===== src/rtl/spi_bus_arbiter_if.sv =====
// rtl/spi_bus_arbiter_if.sv - requester handshake and SPI pin bundle for spi_bus_arbiter
interface spi_bus_arbiter_if #(
    parameter int NREQ = 4
);
    logic [NREQ-1:0]   req;
    logic [8*NREQ-1:0] tx_data;
    logic [NREQ-1:0]   gnt;
    logic [NREQ-1:0]   done;
    logic [7:0]        rx_data;
    logic              busy;
    logic              sclk;
    logic              mosi;
    logic              miso;
    logic [NREQ-1:0]   ss_n;

    modport master (
        input  req, tx_data, miso,
        output gnt, done, rx_data, busy, sclk, mosi, ss_n
    );

    modport slave (
        output req, tx_data, miso,
        input  gnt, done, rx_data, busy, sclk, mosi, ss_n
    );
endinterface


===== src/rtl/spi_bus_arbiter.sv =====
// rtl/spi_bus_arbiter.sv - round-robin arbiter sharing one CPHA=0 SPI byte shifter
// Every output is a register; the winner is chosen in IDLE and owns the bus until GAP.
module spi_bus_arbiter #(
    parameter int   NREQ    = 4,
    parameter int   CLK_DIV = 4,
    parameter logic CPOL    = 1'b0
) (
    input  logic              clk,
    input  logic              rst,
    spi_bus_arbiter_if.master bus
);
    localparam int PW = (NREQ > 1) ? $clog2(NREQ) : 1;
    localparam int DW = (CLK_DIV > 1) ? $clog2(CLK_DIV) : 1;
    localparam logic [DW-1:0] DIV_LAST = DW'(CLK_DIV - 1);
    localparam logic [PW-1:0] PTR_LAST = PW'(NREQ - 1);

    typedef enum logic [2:0] {S_IDLE, S_SETUP, S_SHIFT, S_HOLD, S_GAP} state_t;

    state_t          state_q, state_d;
    logic [DW-1:0]   div_q, div_d;
    logic [3:0]      edge_q, edge_d;
    logic [PW-1:0]   ptr_q, ptr_d;
    logic [NREQ-1:0] gnt_q, gnt_d;
    logic [NREQ-1:0] ss_n_q, ss_n_d;
    logic [NREQ-1:0] done_q, done_d;
    logic [7:0]      rx_data_q, rx_data_d;
    logic [7:0]      tx_sh_q, tx_sh_d;
    logic [7:0]      rx_sh_q, rx_sh_d;
    logic            sclk_q, sclk_d;
    logic            mosi_q, mosi_d;
    logic            busy_q, busy_d;
    logic            div_last;
    logic            any_req;
    logic [PW-1:0]   winner;
    logic [7:0]      win_byte;

    // Search starts just after the last winner, so it has the lowest priority.
    function automatic logic [PW-1:0] next_winner(input logic [NREQ-1:0] r,
                                                  input logic [PW-1:0]   p);
        logic [PW-1:0] w;
        logic          hit;
        int            c;
        w   = p;
        hit = 1'b0;
        for (int k = 1; k <= NREQ; k++) begin
            c = (int'(p) + k) % NREQ;
            if (!hit && r[c]) begin
                w   = PW'(c);
                hit = 1'b1;
            end
        end
        return w;
    endfunction

    assign div_last = (div_q == DIV_LAST);
    assign any_req  = |bus.req;
    assign winner   = next_winner(bus.req, ptr_q);
    assign win_byte = bus.tx_data[8*winner +: 8];

    always_ff @(posedge clk or posedge rst) begin
        if (rst) begin
            state_q   <= S_IDLE;
            div_q     <= '0;
            edge_q    <= '0;
            ptr_q     <= PTR_LAST;
            gnt_q     <= '0;
            ss_n_q    <= '1;
            done_q    <= '0;
            rx_data_q <= 8'h00;
            tx_sh_q   <= 8'h00;
            rx_sh_q   <= 8'h00;
            sclk_q    <= CPOL;
            mosi_q    <= 1'b0;
            busy_q    <= 1'b0;
        end else begin
            state_q   <= state_d;
            div_q     <= div_d;
            edge_q    <= edge_d;
            ptr_q     <= ptr_d;
            gnt_q     <= gnt_d;
            ss_n_q    <= ss_n_d;
            done_q    <= done_d;
            rx_data_q <= rx_data_d;
            tx_sh_q   <= tx_sh_d;
            rx_sh_q   <= rx_sh_d;
            sclk_q    <= sclk_d;
            mosi_q    <= mosi_d;
            busy_q    <= busy_d;
        end
    end

    always_comb begin
        state_d = state_q;
        div_d   = div_q;
        edge_d  = edge_q;
        ptr_d   = ptr_q;
        if (state_q != S_IDLE) begin
            div_d = div_last ? '0 : div_q + 1'b1;
        end
        case (state_q)
            S_IDLE: begin
                if (any_req) begin
                    state_d = S_SETUP;
                    ptr_d   = winner;
                    div_d   = '0;
                end
            end
            S_SETUP: begin
                if (div_last) begin
                    state_d = S_SHIFT;
                    edge_d  = '0;
                end
            end
            // edge_q indexes the half-period; edges 2..16 open half-periods 1..15.
            S_SHIFT: begin
                if (div_last) begin
                    if (edge_q == 4'd15) state_d = S_HOLD;
                    else                 edge_d  = edge_q + 4'd1;
                end
            end
            S_HOLD:  if (div_last) state_d = S_GAP;
            S_GAP:   if (div_last) state_d = S_IDLE;
            default: state_d = S_IDLE;
        endcase
    end

    always_comb begin
        gnt_d     = gnt_q;
        ss_n_d    = ss_n_q;
        done_d    = '0;
        rx_data_d = rx_data_q;
        tx_sh_d   = tx_sh_q;
        rx_sh_d   = rx_sh_q;
        sclk_d    = sclk_q;
        mosi_d    = mosi_q;
        busy_d    = (state_d != S_IDLE);
        case (state_q)
            S_IDLE: begin
                if (any_req) begin
                    gnt_d          = '0;
                    gnt_d[winner]  = 1'b1;
                    ss_n_d         = '1;
                    ss_n_d[winner] = 1'b0;
                    tx_sh_d        = win_byte;
                    mosi_d         = win_byte[7];
                    rx_sh_d        = 8'h00;
                    sclk_d         = CPOL;
                end
            end
            // Leaving SETUP is the first leading edge, so it samples too.
            S_SETUP: begin
                if (div_last) begin
                    sclk_d  = ~CPOL;
                    rx_sh_d = {rx_sh_q[6:0], bus.miso};
                end
            end
            S_SHIFT: begin
                if (div_last && edge_q != 4'd15) begin
                    sclk_d = ~sclk_q;
                    if (!edge_q[0]) begin
                        tx_sh_d = {tx_sh_q[6:0], 1'b0};
                        mosi_d  = tx_sh_q[6];
                    end else begin
                        rx_sh_d = {rx_sh_q[6:0], bus.miso};
                    end
                end
            end
            S_HOLD: begin
                if (div_last) begin
                    ss_n_d    = '1;
                    gnt_d     = '0;
                    done_d    = gnt_q;
                    rx_data_d = rx_sh_q;
                end
            end
            default: ;
        endcase
    end

    assign bus.gnt     = gnt_q;
    assign bus.ss_n    = ss_n_q;
    assign bus.done    = done_q;
    assign bus.rx_data = rx_data_q;
    assign bus.sclk    = sclk_q;
    assign bus.mosi    = mosi_q;
    assign bus.busy    = busy_q;
endmodule


===== src/flat_wrapper.sv =====
// flat-port wrapper written by rule: the top's interface ports become plain ports
module spi_bus_arbiter_flat 
#(
    parameter int   NREQ    = 4,
    parameter int   CLK_DIV = 4,
    parameter logic CPOL    = 1'b0
)
  (clk, rst, bus_req, bus_tx_data, bus_miso, bus_gnt, bus_done, bus_rx_data, bus_busy, bus_sclk, bus_mosi, bus_ss_n);
  spi_bus_arbiter_if #(.NREQ(NREQ)) bus_i ();
  input  logic clk;
  input  logic rst;
  input wire logic [$bits(bus_i.req)-1:0] bus_req;
  input wire logic [$bits(bus_i.tx_data)-1:0] bus_tx_data;
  input wire logic [$bits(bus_i.miso)-1:0] bus_miso;
  output wire logic [$bits(bus_i.gnt)-1:0] bus_gnt;
  output wire logic [$bits(bus_i.done)-1:0] bus_done;
  output wire logic [$bits(bus_i.rx_data)-1:0] bus_rx_data;
  output wire logic [$bits(bus_i.busy)-1:0] bus_busy;
  output wire logic [$bits(bus_i.sclk)-1:0] bus_sclk;
  output wire logic [$bits(bus_i.mosi)-1:0] bus_mosi;
  output wire logic [$bits(bus_i.ss_n)-1:0] bus_ss_n;
  assign bus_i.req = bus_req;
  assign bus_i.tx_data = bus_tx_data;
  assign bus_i.miso = bus_miso;
  assign bus_gnt = bus_i.gnt;
  assign bus_done = bus_i.done;
  assign bus_rx_data = bus_i.rx_data;
  assign bus_busy = bus_i.busy;
  assign bus_sclk = bus_i.sclk;
  assign bus_mosi = bus_i.mosi;
  assign bus_ss_n = bus_i.ss_n;
  spi_bus_arbiter #(.NREQ(NREQ), .CLK_DIV(CLK_DIV), .CPOL(CPOL)) u_core (.clk(clk), .rst(rst), .bus(bus_i));
endmodule

===== config.mk =====
export PLATFORM = sky130hd
export DESIGN_NAME = spi_bus_arbiter_flat
export DESIGN_NICKNAME = d
export VERILOG_FILES = /design/src/rtl/spi_bus_arbiter_if.sv /design/src/rtl/spi_bus_arbiter.sv /design/src/flat_wrapper.sv
export SDC_FILE = /design/constraint.sdc
export NUM_CORES = 1
export LEC_CHECK = 0
export BUFFER_PORTS_ARGS = -buffer_cell sky130_fd_sc_hd__clkbuf_2
export CELL_PAD_IN_SITES_DETAIL_PLACEMENT = 0
export CELL_PAD_IN_SITES_GLOBAL_PLACEMENT = 1
export CORE_MARGIN = 1.5
export CORE_UTILIZATION = 43
export CTS_CLUSTER_SIZE = 16
export DETAILED_ROUTE_END_ITERATION = 6
export HOLD_SLACK_MARGIN = 0.06
export PLACE_DENSITY_LB_ADDON = 0.1
export REMOVE_ABC_BUFFERS = 1
export SLEW_MARGIN = 25
export SYNTH_ARGS = -nofsm -noshare
export SYNTH_HDL_FRONTEND = slang
export SYNTH_SLANG_ARGS = --single-unit

===== constraint.sdc =====
create_clock -name clk -period 5 [get_ports clk]
set_clock_uncertainty 0.2 [all_clocks]
set_input_delay 1 -clock clk [delete_from_list [all_inputs] [get_ports clk]]
set_output_delay 1 -clock clk [all_outputs]
set_load 0.03 [all_outputs]

======== After elaboration in Yosys (flattened, before gate mapping) ========
Index checks and enable logic that the tools add are counted.
operators by class
  add/subtract/negate cells ............... 6
  order comparisons ....................... 6
  equality and inequality tests ........... 15
  shift operators ......................... 1
  muxes and demuxes ....................... 60
  bitwise operators ....................... 6
  reduce and logical (&&, ||, !) cells .... 27
operator list
  operator             number
  $mux 4               8
  $mux 8               4
  $shiftx 32x6->8      1
  $pmux 4 s2           3
  $pmux 8 s3           1
  $mux 7               3
  $mux 1               18
  $mux 3               6
  $lt 3x4->1 const B   4
  $mux 2               8
  $pmux 3 s5           1
  $pmux 7 s2           1
  $ne 2x1->1 const B   6
  $reduce_and 4->1     3
  $reduce_bool 3->1    3
  $bmux 1 s2           4
  $reduce_or 2->1      4
  $add 2x1->2 const B  3
  $eq 3x2->1 const B   2
  $reduce_bool 2->1    3
  $logic_and 1x1->1    5
  $reduce_and 5->1     1
  $add 2x2->2 const B  2
  $add 4x1->4 const B  1
  19 further kinds     26
storage, ports and cells
  register bits after elaboration ......... 49
  output and inout port bits .............. 23
  logic and storage cells ................. 134

======== Depth between registers and ports, before layout ========
Gate-level depths: netlist of run 1.
  depth in word-level cells ............... 23
  depth in mapped cells ................... 7

======== Worst setup path after synthesis of run 1 ========
No wires, ideal clock.
  path type ............................... input-to-reg
  from .................................... in bus_req[3]
  to ...................................... reg u_core.rx_sh_q[0]
  arrival time ............................ 2153 ps
  slack ................................... 2521 ps
  stages .................................. 6
  path through ............................ or4_1 -> o211ai_1 -> a21oi_1 -> buf_6 -> nand3_1 -> o21ai_0
between the ends
  word-level cells in the longest chain between the ends .. 3
ends and longest elaborated chain
  element                     line                   RTL
  from (decl)                 flat_wrapper.sv:12     input wire logic [$bits(bus_i.req)-1:0] bus_req;
  $reduce_or 4->1             spi_bus_arbiter.sv:56  assign any_req = |bus.req;
  $ne 2x1->1 (no line)        --
  $reduce_and 5->1 (no line)  --
  to (signal assigned)        spi_bus_arbiter.sv:85  rx_sh_q <= rx_sh_d;
  to (decl)                   spi_bus_arbiter.sv:28  logic [7:0] rx_sh_q, rx_sh_d;
No other way between the ends.
A chain may end at the register's enable or synchronous reset.

======== Worst setup path in the final report of run 1 ========
  from .................................... in bus_req[1]
  to ...................................... reg u_core.gnt_q[0], in the netlist u_core.bus.gnt[0]
between the ends
  word-level cells in the longest chain between the ends .. 19
ends and longest elaborated chain
  element                                                         line                    RTL
  $bmux 1 s2                                                      spi_bus_arbiter.sv:47   if (!hit && r[c]) begin
  $mux 1 (implied by the code) (2 in a row)                       spi_bus_arbiter.sv:47
  $mux 1                                                          spi_bus_arbiter.sv:47
  $logic_not 1->1                                                 spi_bus_arbiter.sv:47
  $logic_and 1x1->1                                               spi_bus_arbiter.sv:47
  $mux 1                                                          spi_bus_arbiter.sv:47
  $logic_not 1->1                                                 spi_bus_arbiter.sv:47
  $logic_and 1x1->1                                               spi_bus_arbiter.sv:47
  (+2 left out)                                                   --
  $logic_and 1x1->1                                               spi_bus_arbiter.sv:47
  $mux 2                                                          spi_bus_arbiter.sv:47
  $lt 2x3->1 (implied by the code) or $ge 2x1->1 (tied branches)  spi_bus_arbiter.sv:141  gnt_d[winner] = 1'b1;
  $logic_and 1x1->1 (implied by the code)                         spi_bus_arbiter.sv:141
  $mux 1 (implied by the code)                                    spi_bus_arbiter.sv:141
  $demux 1 s2                                                     --
  $mux 4                                                          spi_bus_arbiter.sv:139  if (any_req) begin
  $pmux 4 s2                                                      spi_bus_arbiter.sv:137  case (state_q)
  to (signal assigned)                                            spi_bus_arbiter.sv:80   gnt_q <= gnt_d;
  to (decl)                                                       spi_bus_arbiter.sv:23   logic [NREQ-1:0] gnt_q, gnt_d;
Parallel ways exist; a longest one is shown, timed or not. The select of a mux whose other input is x is not followed.

==> results of run 1 <==
[metrics by stage]
stage                     area (µm²)  instances
after floorplan                 2502        260
after global placement          2902        396
after detailed placement        2902        396
after CTS                       3013        404
after global routing            3018        404
final                           3018        404
[critical path, cell delays in order]
cell and delay (ns):
clkbuf_2 0.16, nand2b_1 0.09, nor2_1 0.67, nor3_1 0.24, nor3_1 0.47, a22o_1 0.20
[cell usage after synthesis, types with 2 or more instances]
library cell and n:
o21ai_0 22, o22ai_1 2, a211oi_1 14, a21oi_1 14, a22o_1 4, and3_1 3, o2bb2ai_1 2, nor2_1 17
clkbuf_1 4, nand3_1 12, o31a_1 7, buf_6 4, nand4_1 3, buf_4 4, o22a_1 2, buf_2 4
ha_1 2, xnor2_1 2, dfstp_2 6, o41ai_1 7, or3_1 2, nand2b_1 7, nor3_1 10, nand2_1 34
or4_1 2, a31oi_1 2, inv_1 16, dfrtp_1 43
[power groups by stage]
stage                     combinational [mW]  sequential (mW)  clock, mW
after global routing                   0.103            0.415      0.305
after global placement                0.0918            0.421          0
final                                 0.0912            0.414      0.283
after detailed placement              0.0926            0.422          0
after CTS                             0.0929            0.414      0.290
after floorplan                       0.0494            0.428          0
[flip-flops by register name, summed over array words and instances, names as in the netlist, 2 cells and up]
signal / count
u_core.edge_q: 4
u_core.bus.ss_n: 4
u_core.state_q: 3
u_core.bus.gnt: 4
u_core.tx_sh_q: 7
u_core.bus.done: 4
u_core.div_q: 2
u_core.ptr_q: 2
u_core.bus.rx_data: 8
u_core.rx_sh_q: 8
[logic make-up (layout without fill, tap and decap cells)]
group,count (synthesis),in the layout
compound gates,87,87
xor+xnor,3,3
fa+ha+maj,2,2
buf+inv,32,85
flops,49,49
mux,2,2
simple gates,101,101
[metal layers]
metal  up-vias  wire length (µm)  global-route usage  part of all wire
li1       1114                 -                   -                 -
met1      1038              2910              0.2775              0.50
met2        32              2718              0.2958              0.46
met3         5               185             0.03371             0.032
met4         0                38             0.04655            0.0065
met5         -                 0                   0                 0
[area by class of cell]
type	count	area, µm²
Clock buffer	6	72.57
Clock inverter	2	38.79
Fill cell	573	2868
Inverter	16	61.31
Multi-Input combinational cell	195	1212
Sequential cell	49	1234
Tap cell	75	93.84
Timing Repair Buffer	61	305.3
[worst min path at each step]
stage | cells after the start | end | slack [ns] | start
after floorplan | 2 | u_core.tx_sh_q[1] | 0.24 | u_core.tx_sh_q[1]
after global placement | 2 | u_core.tx_sh_q[2] | 0.26 | u_core.tx_sh_q[2]
after detailed placement | 2 | u_core.tx_sh_q[1] | 0.26 | u_core.tx_sh_q[1]
after CTS | 2 | u_core.tx_sh_q[1] | 0.29 | u_core.tx_sh_q[1]
after global routing | 2 | u_core.tx_sh_q[1] | 0.32 | u_core.tx_sh_q[1]
final | 2 | u_core.bus.rx_data[3] | 0.28 | u_core.bus.rx_data[3]
==> results.md, run 1 <==
- Status: finished clean
- Clk pwr share: 0.359
- H-tree depth: 2
- Critical Path Fanout Max: 12
- EDFF count, synth: 0
- Reg2reg end: u_core.bus.mosi
- Hold Buf Count CTS: 0
- Cell internal pwr: 0.5907 mW
- Core Util, Final: 0.5128
- Max Freq: 358.6 MHz
- Dpl ws: 1.936 ns
- NetSw: 0.1975 mW
- Post-route setup TNS: 0 ns
- Gr ovfl total: 0
- Max Cap Violations: 0
- Final #Nets: 369
- Vias in the first global route: 2002
- Largest family of logic cells by synthesized area: compound AO/OA/AOI/OAI gates
- Max-slew violation count: 0
- PostCTS Resize Cnt: 0
- HP Class: reg -> reg
- Largest net degree at the start of global routing: 50
- Largest area contributor in the netlist: dfrtp_1
- Worst-Skew Late Latency: 0.30 ns
- Global-route wire length before repair: 9680 µm
- Synth Register Bits: 49
- Via density: 5.418
- Area Growth Syn to Fin: 15.52%
- Worst setup margin: 2.211 ns
- Simple-Gate Fraction of Synth Area: 0.2021
- PortBufs: 61
- Setup violators final: 0
- Dominant synthesized flop cell: dfrtp_1
- Initial core utilization: 0.4439
- Placer Congestion: 0.7894
- Data arrival time of the critical path: 2.82 ns
- Mapped Cells: 276
- Die Y: 80.95 µm
- Maximum vdd drop: 0.1617 mV
- Clock buffer depth: 2
- Mux contribution to synthesized area: 0.008142
- Relative slew slack: 0.4129
- Total number of vias: 2189
- CTS tree: yes
- Total power: 0.7882 mW
- Slew @ Worst Pin: 0.8774 ns
- Timing startpoint of the critical path: bus_req[1]
- Comb pwr share: 0.116
- Core Region: 5886 µm²
- Final wirelength: 5852 µm
- Clk slew on worst S/H paths: 0.09 ns
- Xor/xnor share of the synthesized area: 0.01006
- Final Cycle Share: 0.5578
- Antenna fix cells: 0
- Synth warnings: 0
- Netlist cell types: 53
- DR iter-0 viols: 118
- Share of cells above drive strength 1: 0.2705
- TritonRoute pass-1 iters: 4
- Leak: 1.351 nW
- Seq pwr share: 0.525
- Mapped cell area: 2613 µm²
- Die Area: 6552 µm²
- Switching share of power: 0.2505
- Post-synth top area share: 0.4119
- Initial antenna violation count: 0
- Sink Count: 49
- I/O pin count: 62
- Startpoint class of the critical path: input pin
- Most frequent cells in the layout: clkbuf_2, dfrtp_1, nand2_1
- Final number of hold-violating endpoints: 0
- Reg-to-Reg Start: u_core.ptr_q[1]
- Worst setup EP type: register
- Syn Area/Cell: 9.466 µm²
- FFs w/ async S/R, synth: 1.000
- Drc violations: 0
- CTS buffer count: 5
- Top cells by area, synth: dfrtp_1, dfstp_2, nand2_1
- Final ANT Viol Nets: 0
- Final Critical Period: 2.789 ns
- Dpl hpwl: 4439 µm
- Chip width: 80.95 µm
- Setup crit end: u_core.bus.gnt[0]
- Power per cell area: 261.2 nW/µm²
- Critical path class: in -> reg
- Post-CTS setup buffers: 0
- Gr usage total: 0.1911
- CP required: 5.04 ns
- Root Driver: clkbuf_8
- Wire per inst: 14.49 µm
- Worst reg2reg path depth: 5
- Synth Area in Compound Gates: 0.2328
- Worst reg2reg setup slack: 2.55 ns
- Unrepaired setup endpoints after global routing: no
- Sequential area share after synthesis: 0.4722
- Num rows: 28
- Commonest non-fill, non-tap cell in the layout: clkbuf_2
- WHS: 0.2849 ns
- Adder-Cell Fraction of Synth Area: 0.009579
No activity file was read; power rests on OpenSTA's default activity.
==> inputs of run 2 (changes only) <==
--- a/config.mk
+++ b/config.mk
@@ -9,7 +9,7 @@
 export CELL_PAD_IN_SITES_DETAIL_PLACEMENT = 0
 export CELL_PAD_IN_SITES_GLOBAL_PLACEMENT = 1
 export CORE_MARGIN = 1.5
-export CORE_UTILIZATION = 43
+export CORE_UTILIZATION = 40
 export CTS_CLUSTER_SIZE = 16
 export DETAILED_ROUTE_END_ITERATION = 6
 export HOLD_SLACK_MARGIN = 0.06
==> constraint.sdc (replaced) <==
create_clock -name clk -period 2.6 [get_ports clk]
set_clock_uncertainty 0.2 [all_clocks]
set_input_delay 0.52 -clock clk [delete_from_list [all_inputs] [get_ports clk]]
set_output_delay 0.52 -clock clk [all_outputs]
set_load 0.03 [all_outputs]
==> run 2 against run 1 <==
Net effect:
- clock-buffer cell count fell by 1
- utilization fell by 2.1 points
- highest routed layer unchanged
- hold slack got worse by 0.033 ns
- sequential share of layout area fell by 1.2 points
- combinational power rose by 100%
- critical path depth fell by 1
- clock power rose by 61%
- final cell count rose by 4.0%
- first-iteration DRC count rose by 6.8%
==> results.md, run 2 (synthesis results as in run 1) <==
- Worst reg2reg setup slack: 0.29 ns (was 2.55 ns)
- Commonest non-fill, non-tap cell in the layout: clkbuf_2 (unchanged)
- Core Util, Final: 0.4919 (was 0.5128)
- Dpl ws: 0.1992 ns (was 1.936 ns)
- Power per cell area: 462.2 nW/µm² (was 261.2 nW/µm²)
- GRT busiest layer: met2 (unchanged)
- Gr usage total: 0.1769 (was 0.1911)
- I/O pin count: 62 (unchanged)
- Clk slew on worst S/H paths: 0.09 ns (about the same)
- Unrepaired setup endpoints after global routing: no (unchanged)
- Wire per inst: 14.24 µm (was 14.49 µm)
- Worst-Skew Late Latency: 0.30 ns (about the same)
- CTS tree: yes (unchanged)
- Placed inst area: 3002 µm² (was 2902 µm²)
- Leak: 1.407 nW (was 1.351 nW)
- Post-CTS setup buffers: 0 (unchanged)
- TritonRoute pass-1 iters: 4 (unchanged)
- PostCTS Resize Cnt: 0 (unchanged)
- Max Freq: 433.0 MHz
- Placed Cells: 411 (was 396)
- Relative slew slack: 0.6198 (was 0.4129)
- Share of cells above drive strength 1: 0.3003 (was 0.2705)
- Finished Cell Area: 3105 µm² (was 3018 µm²)
- Met2 Usage GRT: 0.2735 (was 0.2958)
- Fin cells: 420 (was 404)
- Sink Count: 49 (unchanged)
- Reg2reg end: u_core.tx_sh_q[3] (was u_core.bus.mosi)
- Root Driver: clkbuf_8 (unchanged)
- Startpoint class of the critical path: register (was input pin)
- Slew @ Worst Pin: 0.5704 ns (was 0.8774 ns)
- Post-route setup TNS: 0 ns (unchanged)
- Final ANT Viol Nets: 0 (unchanged)
- Vias in the first global route: 2030 (was 2002)
- Maximum vdd drop: 0.2580 mV (was 0.1617 mV)
- Final #Nets: 383 (was 369)
- Num rows: 29 (was 28)
- CP required: 2.59 ns (was 5.04 ns)
- Routing usage on met3: 0.03165 (was 0.03371)
- Worst setup margin: 0.2903 ns (was 2.211 ns)
- Gr ovfl total: 0 (unchanged)
- Max-slew violation count: 0 (unchanged)
- Die Area: 7025 µm² (was 6552 µm²)
- Drc violations: 0 (unchanged)
- Status: finished clean (unchanged)
- Max Cap Violations: 0 (unchanged)
- WHS: 0.2521 ns (was 0.2849 ns)
- Global-route wire length before repair: 10040 µm (was 9680 µm)
- Clock buffer depth: 2 (unchanged)
- Dpl hpwl: 4668 µm (was 4439 µm)
- Core Region: 6314 µm² (was 5886 µm²)
- Setup violators final: 0 (unchanged)
- Worst setup EP type: register (unchanged)
- Timing startpoint of the critical path: u_core.state_q[0] (was bus_req[1])
- Total number of vias: 2225 (was 2189)
- Worst reg2reg path depth: 5 (unchanged)
- PortBufs: 61 (unchanged)
- Chip width: 83.82 µm (was 80.95 µm)
- Placer Congestion: 0.7993 (was 0.7894)
- Hold Buf Count CTS: 1 (was 0)
- Antenna fix cells: 0 (unchanged)
- Largest net degree at the start of global routing: 21 (was 50)
- H-tree depth: 2 (unchanged)
- Setup crit end: u_core.tx_sh_q[3] (was u_core.bus.gnt[0])
- Final number of hold-violating endpoints: 0 (unchanged)
- Most frequent cells in the layout: clkbuf_2, dfrtp_1, nand2_1 (unchanged)
- Area Growth Syn to Fin: 18.87% (was 15.52%)
- Initial antenna violation count: 0 (unchanged)
- Met1 usage: 0.2614 (was 0.2775)
- Data arrival time of the critical path: 2.30 ns (was 2.82 ns)
- Hold Path Stages: 3 (was 2)
- Via density: 5.298 (was 5.418)
- Initial core utilization: 0.4138 (was 0.4439)
- Reg-to-Reg Start: u_core.state_q[0] (was u_core.ptr_q[1])
- Die Y: 83.82 µm (was 80.95 µm)
- Critical path class: reg -> reg (was in -> reg)
- Final Critical Period: 2.310 ns
- Final Cycle Share: 0.8883
- HP Class: in -> reg (was reg -> reg)
- Final wirelength: 5981 µm (was 5852 µm)
- Total power: 1.435 mW (was 0.7882 mW)
- DR iter-0 viols: 126 (was 118)
- Critical Path Fanout Max: 14 (was 12)
- CTS buffer count: 5 (unchanged)
run 2: critical path, cell delays in order (launching register included):
cell and delay, ns:
dfrtp_1 0.60, nor2_1 0.14, nand2_2 0.17, or4b_1 0.62
a211oi_1 0.35, o41ai_1 0.12
run 2: power breakdown:
| group | leakage, nW | switching [mW] | internal, mW | total, mW |
|---|---|---|---|---|
| combinational | 0.753 | 0.113 | 0.0711 | 0.184 |
| sequential | 0.609 | 0.0133 | 0.783 | 0.796 |
| clock | 0.0445 | 0.264 | 0.191 | 0.455 |
run 2: per-layer routing:
layer  vias up  part of all wire
met2        34              0.47
met3         7             0.029
li1       1140                 -
met5         -                 0
met1      1044              0.49
met4         0            0.0082
run 2: cell type report:
type                    instances  area (µm²)
clock inverters                 3       21.27
inverters                      16       60.06
fillers                       644        3208
flip-flops and latches         49        1234
repair buffers                 75       412.9
clock buffers                   5       68.82
multi-input cells             195        1212
well taps                      77       96.34
run 2: worst min-delay path by stage:
stage                            from                end  slack [ns]
finish                       bus_miso  u_core.rx_sh_q[0]        0.25
global route                 bus_miso  u_core.rx_sh_q[0]        0.26
CTS                          bus_miso  u_core.rx_sh_q[0]        0.25
detailed placement  u_core.tx_sh_q[2]  u_core.tx_sh_q[2]        0.27
global placement    u_core.tx_sh_q[2]  u_core.tx_sh_q[2]        0.26
floorplan           u_core.tx_sh_q[1]  u_core.tx_sh_q[1]        0.24
